[src/rtl/issue_ctrl.sv]
// issue_ctrl: in-order single-issue dispatch controller.
// Tracks pending register writes in a scoreboard, stalls on RAW/WAW hazards, routes each accepted
// instruction into a registered valid/ready slot, serialises fence/fence.i and traps on illegal.
// Optional build macro ISSUE_WB_BYPASS_EN: a writeback valid this cycle masks its rd in the
// hazard check so a dependent can issue in the same cycle as the producer's writeback.

`ifndef ISSUE_CTRL_DEFS
`define ISSUE_CTRL_DEFS
`define OT_INT      3'd0
`define OT_BRANCH   3'd1
`define OT_LOAD     3'd2
`define OT_STORE    3'd3
`define OT_CSR      3'd4
`define OT_FENCE    3'd5
`define D_OPR1_RS1  2'd0
`define D_OPR1_PC   2'd1
`define D_OPR1_ZERO 2'd2
`define D_OPR2_RS2  2'd0
`define D_OPR2_IMM  2'd1
`endif

module issue_ctrl #(
  parameter int unsigned NUM_REGS = 32,
  parameter int unsigned REG_W    = 5
) (
  input  logic                clk,
  input  logic                rst_n,
  input  logic                dec_valid,
  output logic                dec_ready,
  input  logic [2:0]          dec_op_type,
  input  logic                dec_legal,
  input  logic                dec_wb_en,
  input  logic [1:0]          dec_operand1,
  input  logic [1:0]          dec_operand2,
  input  logic [REG_W-1:0]    dec_rs1,
  input  logic [REG_W-1:0]    dec_rs2,
  input  logic [REG_W-1:0]    dec_rd,
  input  logic                dec_fencei,
  output logic                ix_valid,
  input  logic                ix_ready,
  output logic                lsp_valid,
  input  logic                lsp_ready,
  output logic                csr_valid,
  input  logic                csr_ready,
  input  logic                ix_idle,
  input  logic                lsp_idle,
  input  logic                ix_wb_valid,
  input  logic [REG_W-1:0]    ix_wb_rd,
  input  logic                ls_wb_valid,
  input  logic [REG_W-1:0]    ls_wb_rd,
  input  logic                pipe_flush,
  output logic                fencei_flush,
  output logic                illegal_trap,
  output logic [NUM_REGS-1:0] sb_busy
);

  typedef enum logic [1:0] {StRun, StDrain, StFlush, StTrap} state_e;

  state_e              state_q;
  logic                fencei_q;
  logic                fencei_flush_q, illegal_trap_q;
  logic                ix_valid_q, ix_valid_d;
  logic                lsp_valid_q, lsp_valid_d;
  logic                csr_valid_q, csr_valid_d;
  logic [NUM_REGS-1:0] sb_q, sb_d;
  logic [NUM_REGS-1:0] busy_eff, set_vec, clr_vec;
  logic is_ix, is_ls, is_csr, is_fence, hazard, slot_free;
  logic acc, acc_disp, acc_fence, acc_illegal, drained;

  // Scoreboard view used by the hazard check (optionally bypassing same-cycle writebacks).
  always_comb begin
    busy_eff = sb_q;
`ifdef ISSUE_WB_BYPASS_EN
    if (ix_wb_valid) busy_eff[ix_wb_rd] = 1'b0;
    if (ls_wb_valid) busy_eff[ls_wb_rd] = 1'b0;
`endif
  end

  // Decode routing, hazard and slot availability; derive the accept strobes.
  always_comb begin
    is_ix    = (dec_op_type == `OT_INT) || (dec_op_type == `OT_BRANCH);
    is_ls    = (dec_op_type == `OT_LOAD) || (dec_op_type == `OT_STORE);
    is_csr   = (dec_op_type == `OT_CSR);
    is_fence = (dec_op_type == `OT_FENCE);
    hazard   = ((dec_operand1 == `D_OPR1_RS1) && busy_eff[dec_rs1]) ||
               ((dec_operand2 == `D_OPR2_RS2) && busy_eff[dec_rs2]) ||
               (dec_wb_en && busy_eff[dec_rd]);
    if (is_ix)       slot_free = !ix_valid_q || ix_ready;
    else if (is_ls)  slot_free = !lsp_valid_q || lsp_ready;
    else if (is_csr) slot_free = !csr_valid_q || csr_ready;
    else             slot_free = 1'b1;
    // Illegal instructions and fences never dispatch, so they skip hazard and slot checks.
    dec_ready   = (state_q == StRun) && !pipe_flush &&
                  (!dec_legal || is_fence || (!hazard && slot_free));
    acc         = dec_valid && dec_ready;
    acc_disp    = acc && dec_legal && !is_fence;
    acc_fence   = acc && dec_legal && is_fence;
    acc_illegal = acc && !dec_legal;
    drained     = !ix_valid_q && !lsp_valid_q && !csr_valid_q && ix_idle && lsp_idle &&
                  (sb_q == '0);
  end

  // Next state of the dispatch slots and scoreboard; a set beats a clear on the same register.
  always_comb begin
    ix_valid_d  = acc_disp && is_ix  ? 1'b1 : (ix_ready  ? 1'b0 : ix_valid_q);
    lsp_valid_d = acc_disp && is_ls  ? 1'b1 : (lsp_ready ? 1'b0 : lsp_valid_q);
    csr_valid_d = acc_disp && is_csr ? 1'b1 : (csr_ready ? 1'b0 : csr_valid_q);
    set_vec = '0;
    clr_vec = '0;
    if (acc_disp && dec_wb_en) set_vec[dec_rd] = 1'b1;
    if (ix_wb_valid) clr_vec[ix_wb_rd] = 1'b1;
    if (ls_wb_valid) clr_vec[ls_wb_rd] = 1'b1;
    sb_d    = (sb_q & ~clr_vec) | set_vec;
    sb_d[0] = 1'b0;
    if (pipe_flush) begin
      ix_valid_d  = 1'b0;
      lsp_valid_d = 1'b0;
      csr_valid_d = 1'b0;
      sb_d        = '0;
    end
  end

  // Slot and scoreboard registers.
  always_ff @(posedge clk or negedge rst_n) begin
    if (!rst_n) begin
      ix_valid_q  <= 1'b0;
      lsp_valid_q <= 1'b0;
      csr_valid_q <= 1'b0;
      sb_q        <= '0;
    end else begin
      ix_valid_q  <= ix_valid_d;
      lsp_valid_q <= lsp_valid_d;
      csr_valid_q <= csr_valid_d;
      sb_q        <= sb_d;
    end
  end

  // Control FSM with registered one-cycle pulses; pipe_flush overrides everything.
  always_ff @(posedge clk or negedge rst_n) begin
    if (!rst_n) begin
      state_q        <= StRun;
      fencei_q       <= 1'b0;
      fencei_flush_q <= 1'b0;
      illegal_trap_q <= 1'b0;
    end else begin
      fencei_flush_q <= 1'b0;
      illegal_trap_q <= 1'b0;
      if (pipe_flush) begin
        state_q  <= StRun;
        fencei_q <= 1'b0;
      end else begin
        case (state_q)
          StRun: begin
            if (acc_illegal) begin
              state_q        <= StTrap;
              illegal_trap_q <= 1'b1;
            end else if (acc_fence) begin
              state_q  <= StDrain;
              fencei_q <= dec_fencei;
            end
          end
          StDrain: begin
            if (drained) begin
              if (fencei_q) begin
                state_q        <= StFlush;
                fencei_flush_q <= 1'b1;
              end else begin
                state_q <= StRun;
              end
            end
          end
          StFlush: state_q <= StRun;
          StTrap:  state_q <= StTrap;
          default: state_q <= StRun;
        endcase
      end
    end
  end

  assign ix_valid     = ix_valid_q;
  assign lsp_valid    = lsp_valid_q;
  assign csr_valid    = csr_valid_q;
  assign sb_busy      = sb_q;
  assign fencei_flush = fencei_flush_q;
  assign illegal_trap = illegal_trap_q;

endmodule

[config.mk]
export PLATFORM = sky130hd
export DESIGN_NAME = issue_ctrl
export DESIGN_NICKNAME = d
export VERILOG_FILES = /design/src/rtl/issue_ctrl.sv
export SDC_FILE = /design/constraint.sdc
export NUM_CORES = 1
export LEC_CHECK = 0
export ABC_AREA = 1
export BUFFER_PORTS_ARGS = -buffer_cell sky130_fd_sc_hd__buf_2
export CAP_MARGIN = 25
export CELL_PAD_IN_SITES_DETAIL_PLACEMENT = 1
export CELL_PAD_IN_SITES_GLOBAL_PLACEMENT = 1
export CORE_ASPECT_RATIO = 0.6
export CORE_MARGIN = 2
export CORE_UTILIZATION = 34
export CTS_BUF_LIST = sky130_fd_sc_hd__clkbuf_16
export DETAILED_ROUTE_END_ITERATION = 10
export PLACE_DENSITY_LB_ADDON = 0.1
export SYNTH_ARGS = -nofsm -noshare
export SYNTH_HDL_FRONTEND = slang
export SYNTH_SLANG_ARGS = --single-unit
[constraint.sdc]
create_clock -name clk -period 1.7 [get_ports clk]
set_input_delay 0.085 -clock clk [delete_from_list [all_inputs] [get_ports clk]]
set_output_delay 0.085 -clock clk [all_outputs]
set_load 0.01 [all_outputs]
### After elaboration in Yosys (flattened, before gate mapping)

Cells that the tools add are included.

* register bits: 40
* word-level logic and storage cells: 127
* output and inout bits: 38

* muxes and demuxes: 45
* bitwise operators: 4
* reduce and logical (&&, ||, !) cells: 51
* $lt $le $gt $ge: 8
* equality and inequality tests: 11

Operator list (number)
* 2-to-1 mux 32 bit: 4
* OR 32 bit: 2
* bitwise AND 32 bit: 1
* logical NOT 32 bit: 1
* inverter 32 bit: 1
* < comparator 5 x 6 -> 1 bit, second input constant: 5
* 2-to-1 mux 1 bit: 29
* logical AND 1 bit: 23
* binary-select mux 1 bit (select 5 bit): 3
* demux 1 bit (select 5 bit): 3
* greater-or-equal comparator 5 x 1 -> 1 bit, second input constant: 3
* 2-to-1 mux 2 bit: 5
* logical OR 1 bit: 9
* nonzero test 3 bit: 3
* one-hot mux 2 bit (4 select lines): 1
* logical NOT 1 bit: 7
* equality test 3 x 2 -> 1 bit, second input constant: 2
* equality test 3 bit, second input constant: 2
* logical NOT 2 bit: 3
* equality test 2 bit, second input constant: 2
* inequality test 4 bit, second input constant: 1
* nonzero test 2 bit: 2
* equality test 3 x 1 -> 1 bit, second input constant: 1
* logical NOT 3 bit: 1
* other kinds (5): 5

### Depth between registers and ports, before layout

* depth in word-level cells: 16
* depth in mapped cells: 18

### Worst setup path before layout

OpenSTA, ideal clock, no wires.

* path kind: reg-to-reg
* from: register sb_q[10] (netlist: sb_busy[10])
* to: register sb_q[16] (netlist: sb_busy[16])
* setup slack: -0.077 ns
* arrival time: 1.699 ns
* setup time: 0.078 ns
* stages on the path, launching flop included: 17
* buffers on the path: 1
* required time: 1.622 ns
* cell sequence: dfrtp_1 -> inv_1 -> o21ai_0 -> nand2_1 -> nand2_1 -> nand2_1 -> nand2_1 -> nor2_1 -> nand2_1 -> nand2_1 -> nand3_1 -> nor2_1 -> nand4_2 -> nor2_2 -> buf_4 -> nand2_1 -> a21oi_1

* cells in the longest elaborated chain, start to end: 16

Ends and longest elaborated chain
* from (decl): RTL line 65 `logic [NUM_REGS-1:0] sb_q, sb_d;`
* from (signal assigned): RTL line 129 `sb_q <= '0;`
* from (signal assigned): RTL line 134 `sb_q <= sb_d;`
* binary-select mux 1 bit (select 5 bit) (on tied branches): RTL line 85, 86
* 2-to-1 mux 1 bit (on tied branches): RTL line 85, 86
* logical AND 1 bit (on tied branches): RTL line 85, 86
* logical OR 1 bit: RTL line 85 `` hazard = ((dec_operand1 == `D_OPR1_RS1) && busy_eff[dec_rs1]) || ``
* logical OR 1 bit (*): RTL line 85
* logical NOT 1 bit (*): RTL line 94 `(!dec_legal || is_fence || (!hazard && slot_free));`
* logical AND 1 bit (*): RTL line 94
* logical OR 1 bit (*): RTL line 94
* logical AND 1 bit (*): RTL line 93 `dec_ready = (state_q == StRun) && !pipe_flush &&`
* logical AND 1 bit (*): RTL line 95 `acc = dec_valid && dec_ready;`
* logical AND 1 bit (*) (2 in series): RTL line 96 `acc_disp = acc && dec_legal && !is_fence;`
* logical AND 1 bit (*): RTL line 110 `if (acc_disp && dec_wb_en) set_vec[dec_rd] = 1'b1;`
* 2-to-1 mux 32 bit (*): RTL line 110
* OR 32 bit (*): RTL line 113 `sb_d = (sb_q & ~clr_vec) | set_vec;`
* 2-to-1 mux 32 bit (*): RTL line 115 `if (pipe_flush) begin`
* net sb_d[16]: RTL line 65

The timed path passes the listed nets; every way through them passes the cells marked *. The select of a mux whose other input is x is not followed.
A chain may end at the register's enable or synchronous reset.

### Worst setup path after layout

* from: register sb_q[12] (netlist: sb_busy[12])
* to: register sb_q[13] (netlist: sb_busy[13])

The elaborated chain is that of the path after synthesis.

==> flow_metrics.env <==
export IMPL_die_w_um=134.8
export IMPL_detail_route_drc_violations=0
export IMPL_die_h_um=82.48
export IMPL_syn_inst=573
export IMPL_yosysSeqAreaShare_pct=27.97
export IMPL_cp_cell_sequence="buf_6, nand2_1, nand3_2, nand3_2, nand2_1, nand2_1, nand3b_1, nand3_4, inv_2, nor2_2, nand4_2, nor2_4, clkbuf_16, nand2_1, a21oi_1"
export IMPL_cts_inserted_buffers=5
export IMPL_skew_ns=0.005551
export IMPL_critPathMostFrequentCell="nand2_1"
export IMPL_critical_path_class="reg -> reg"
export IMPL_drt_iter0_drc=495
export IMPL_layout_common_cells="167 x nand2_1, 109 x buf_4, 85 x buf_2, 73 x inv_1, 50 x nand3_1"
export IMPL_power_per_cell_area_mw_per_mm2=538.2
export IMPL_areaGrowthSynthToFinish_pct=57.83
export IMPL_routed_via_density=5.633
export IMPL_p_leak_nw=2.895
export IMPL_hpwl_um=14430
export IMPL_die_area_mm2=0.01112
export IMPL_finalNonFillerCells=907
export IMPL_via_count=5109
export IMPL_syn_area_mm2=0.003490
export IMPL_fmax_mhz=427.2
export IMPL_root_buffer="clkbuf_16"
export IMPL_clk_pin_slew_ns=0.07
export IMPL_start_util_pct=35.20
export IMPL_port_buffers=82
export IMPL_rows=28
export IMPL_cp_max_fo=13
export IMPL_clk_latency_ns=0.30
export IMPL_yosysTopAreaCell="dfrtp_1"
export IMPL_critPathBufInv=3
export IMPL_max_vdd_ir_drop_v=0.0003157
export IMPL_routed_wirelength_um=19930
export IMPL_cp_slowest_cell="dfrtp_1"
export IMPL_core_area_mm2=0.009915
export IMPL_critical_path_max_stage_delay_ns=0.40
export IMPL_synth_cell_types=27
export IMPL_slew_violations=0
export IMPL_dpl_cell_count=874
export IMPL_grt_max_degree=39
export IMPL_timing_final_ws_setup_ns=-0.6406
export IMPL_fin_crit_sh_pct=137.7
export IMPL_min_path_type="in -> reg"
export IMPL_grt_pass1_vias=5026
export IMPL_required_ns=1.92
export IMPL_drt_pass1_iter_count=5
export IMPL_status="finished, violations left"
export IMPL_avgSynthCellArea_um2=6.090
export IMPL_period_needed_ns=2.341
export IMPL_wl_per_cell_um=21.97
export IMPL_grt_usage_pct=35.35
export IMPL_globalRouteOverflowTotal=0
export IMPL_finalSetupViolCount=40
export IMPL_cts_sinks=39
export IMPL_rsz0062_at_grt="true"
export IMPL_violations="setup timing"
export IMPL_ant_nets=0
export IMPL_antenna_found_initial=0
export IMPL_syn_nets=622
export IMPL_final_common_cell="nand2_1"
export IMPL_synth_top_area_share_pct=27.97
export IMPL_cts_buffer_depth=2
export IMPL_crit_path_end_kind="flip-flop"
export IMPL_yosys_warnings=0
export IMPL_gp_congestion=0.9820
export IMPL_cts_tree="done"
export IMPL_cpLargestDelayFamily="simple AND/OR/NAND/NOR gates"
export IMPL_grt_pass1_wl_um=28800
export IMPL_htreeDepth=2
export IMPL_cap_violations=0
export IMPL_critPathArrivalTime_ns=2.56
export IMPL_worst_pin_slew_ns=0.6944
export IMPL_hold_viol_final=0
export IMPL_antenna_cells=0
export IMPL_drive_above_1_share_pct=38.60
export IMPL_ys_ff_latch=39
export IMPL_start_kind="flip-flop"
export IMPL_relSlewSlack_pct=53.35
export IMPL_tns_ns=-21.38
export IMPL_final_nets=820
export IMPL_netlist_top_cells_area="dfrtp_1 28%, nand2_1 19%, nand3_1 9.0%"
export IMPL_pin_count=84
state kept, by name, summed over array words and instances, names as in the netlist:
signal,flops
sb_busy,31
state_q,2
csr_valid,1
fencei_flush,1
fencei_q,1
illegal_trap,1
ix_valid,1
lsp_valid,1
final timing paths:
kind                                       startpoint               endpoint  slack, ns  cells past startpoint
min in group asynchronous                       rst_n  sb_busy[21]$_DFF_PN0_       0.32                      2
worst max-delay path            sb_busy[12]$_DFF_PN0_  sb_busy[13]$_DFF_PN0_      -0.64                     15
worst max register to register  sb_busy[12]$_DFF_PN0_  sb_busy[13]$_DFF_PN0_      -0.64                     15
worst min register to register   fencei_q$_DFFE_PN0P_   fencei_q$_DFFE_PN0P_       0.50                      2
worst min-delay path                       dec_fencei   fencei_q$_DFFE_PN0P_       0.03                      3
max in group asynchronous                       rst_n   sb_busy[7]$_DFF_PN0_       0.78                      3
layer usage:
| metal | part of all wire [%] | track usage [%] | routed length, um | vias up |
|---|---|---|---|---|
| li1 | - | - | - | 2289 |
| met1 | 44 | 49.59 | 8810 | 2485 |
| met2 | 42 | 54.42 | 8296 | 300 |
| met3 | 12 | 8.364 | 2410 | 35 |
| met4 | 2.1 | 10.11 | 409 | 0 |
| met5 | 0 | 0 | 0 | - |
stage by stage:
stage	setup slack (ns)	cell area (um2)	power, mW	hold slack, ns	utilization, %
2_1_floorplan	-0.05526	3503	1.348	-0.2106	-
3_3_place_gp	-0.4392	4777	1.660	0.09123	48.18
3_5_place_dp	-0.5336	4800	1.691	0.09615	48.41
4_1_cts	-0.4742	5336	2.889	0.03170	53.82
5_1_grt	-0.7212	5508	3.034	0.07624	55.55
6_report	-0.6406	5508	2.964	0.03084	55.55
worst min-delay path, cell delays in order:
cell     delay, ns
buf_2         0.08
nand3_1       0.07
nand2_1       0.07
Yosys cell counts, drive strengths merged:
library cell and n:
clkbuf 5, nor2 51, o31ai 1, a21oi 37, nor3 34, dfrtp 39
buf 15, o211ai 2, ha 3, a221o 30, nand2 180, nand3 63
o311ai 1, or2 1, nand3b 1, o2bb2ai 2, o21bai 1, o21ai 6
nor4 4, inv 86, conb 1, nand4 10
where the power goes:
part           total, mW  leakage (nW)  internal [mW]  switching, mW
Clock               1.14        0.0838          0.694          0.449
Sequential         0.978         0.519          0.953         0.0253
Combinational      0.844          2.29          0.305          0.539
logic make-up (layout without fill, tap and decap cells):
kind of cell               Yosys count  count (layout)  synth area share, %
AOI/OAI and AO/OA                   80              80                16.39
adders and majority gates            3               3                1.076
buffers and inverters              106             305                12.55
and+or+nand+nor                    344             344                41.91
other                                1               1               0.1075
DFF                                 39              39                27.97
layout make-up:
class                   count  area [um2]
clock inverters             3       43.79
inverters                  86       325.3
well taps                 135       168.9
multi-input cells         428        2346
flip-flops and latches     39       993.5
clock buffers               5       125.1
fillers                  1350        4407
repair buffers            211        1505
timing repair:
item / CTS / global route
resized for setup: 62 / 27
setup endpoints to repair: 40 / 40
hold buffers: 1 / 0
gates cloned: 0 / 2
setup buffers: 20 / 3
hold endpoints to repair: 17 / 0
pin swaps: 16 / 18
No activity file was read; power rests on OpenSTA's default activity.
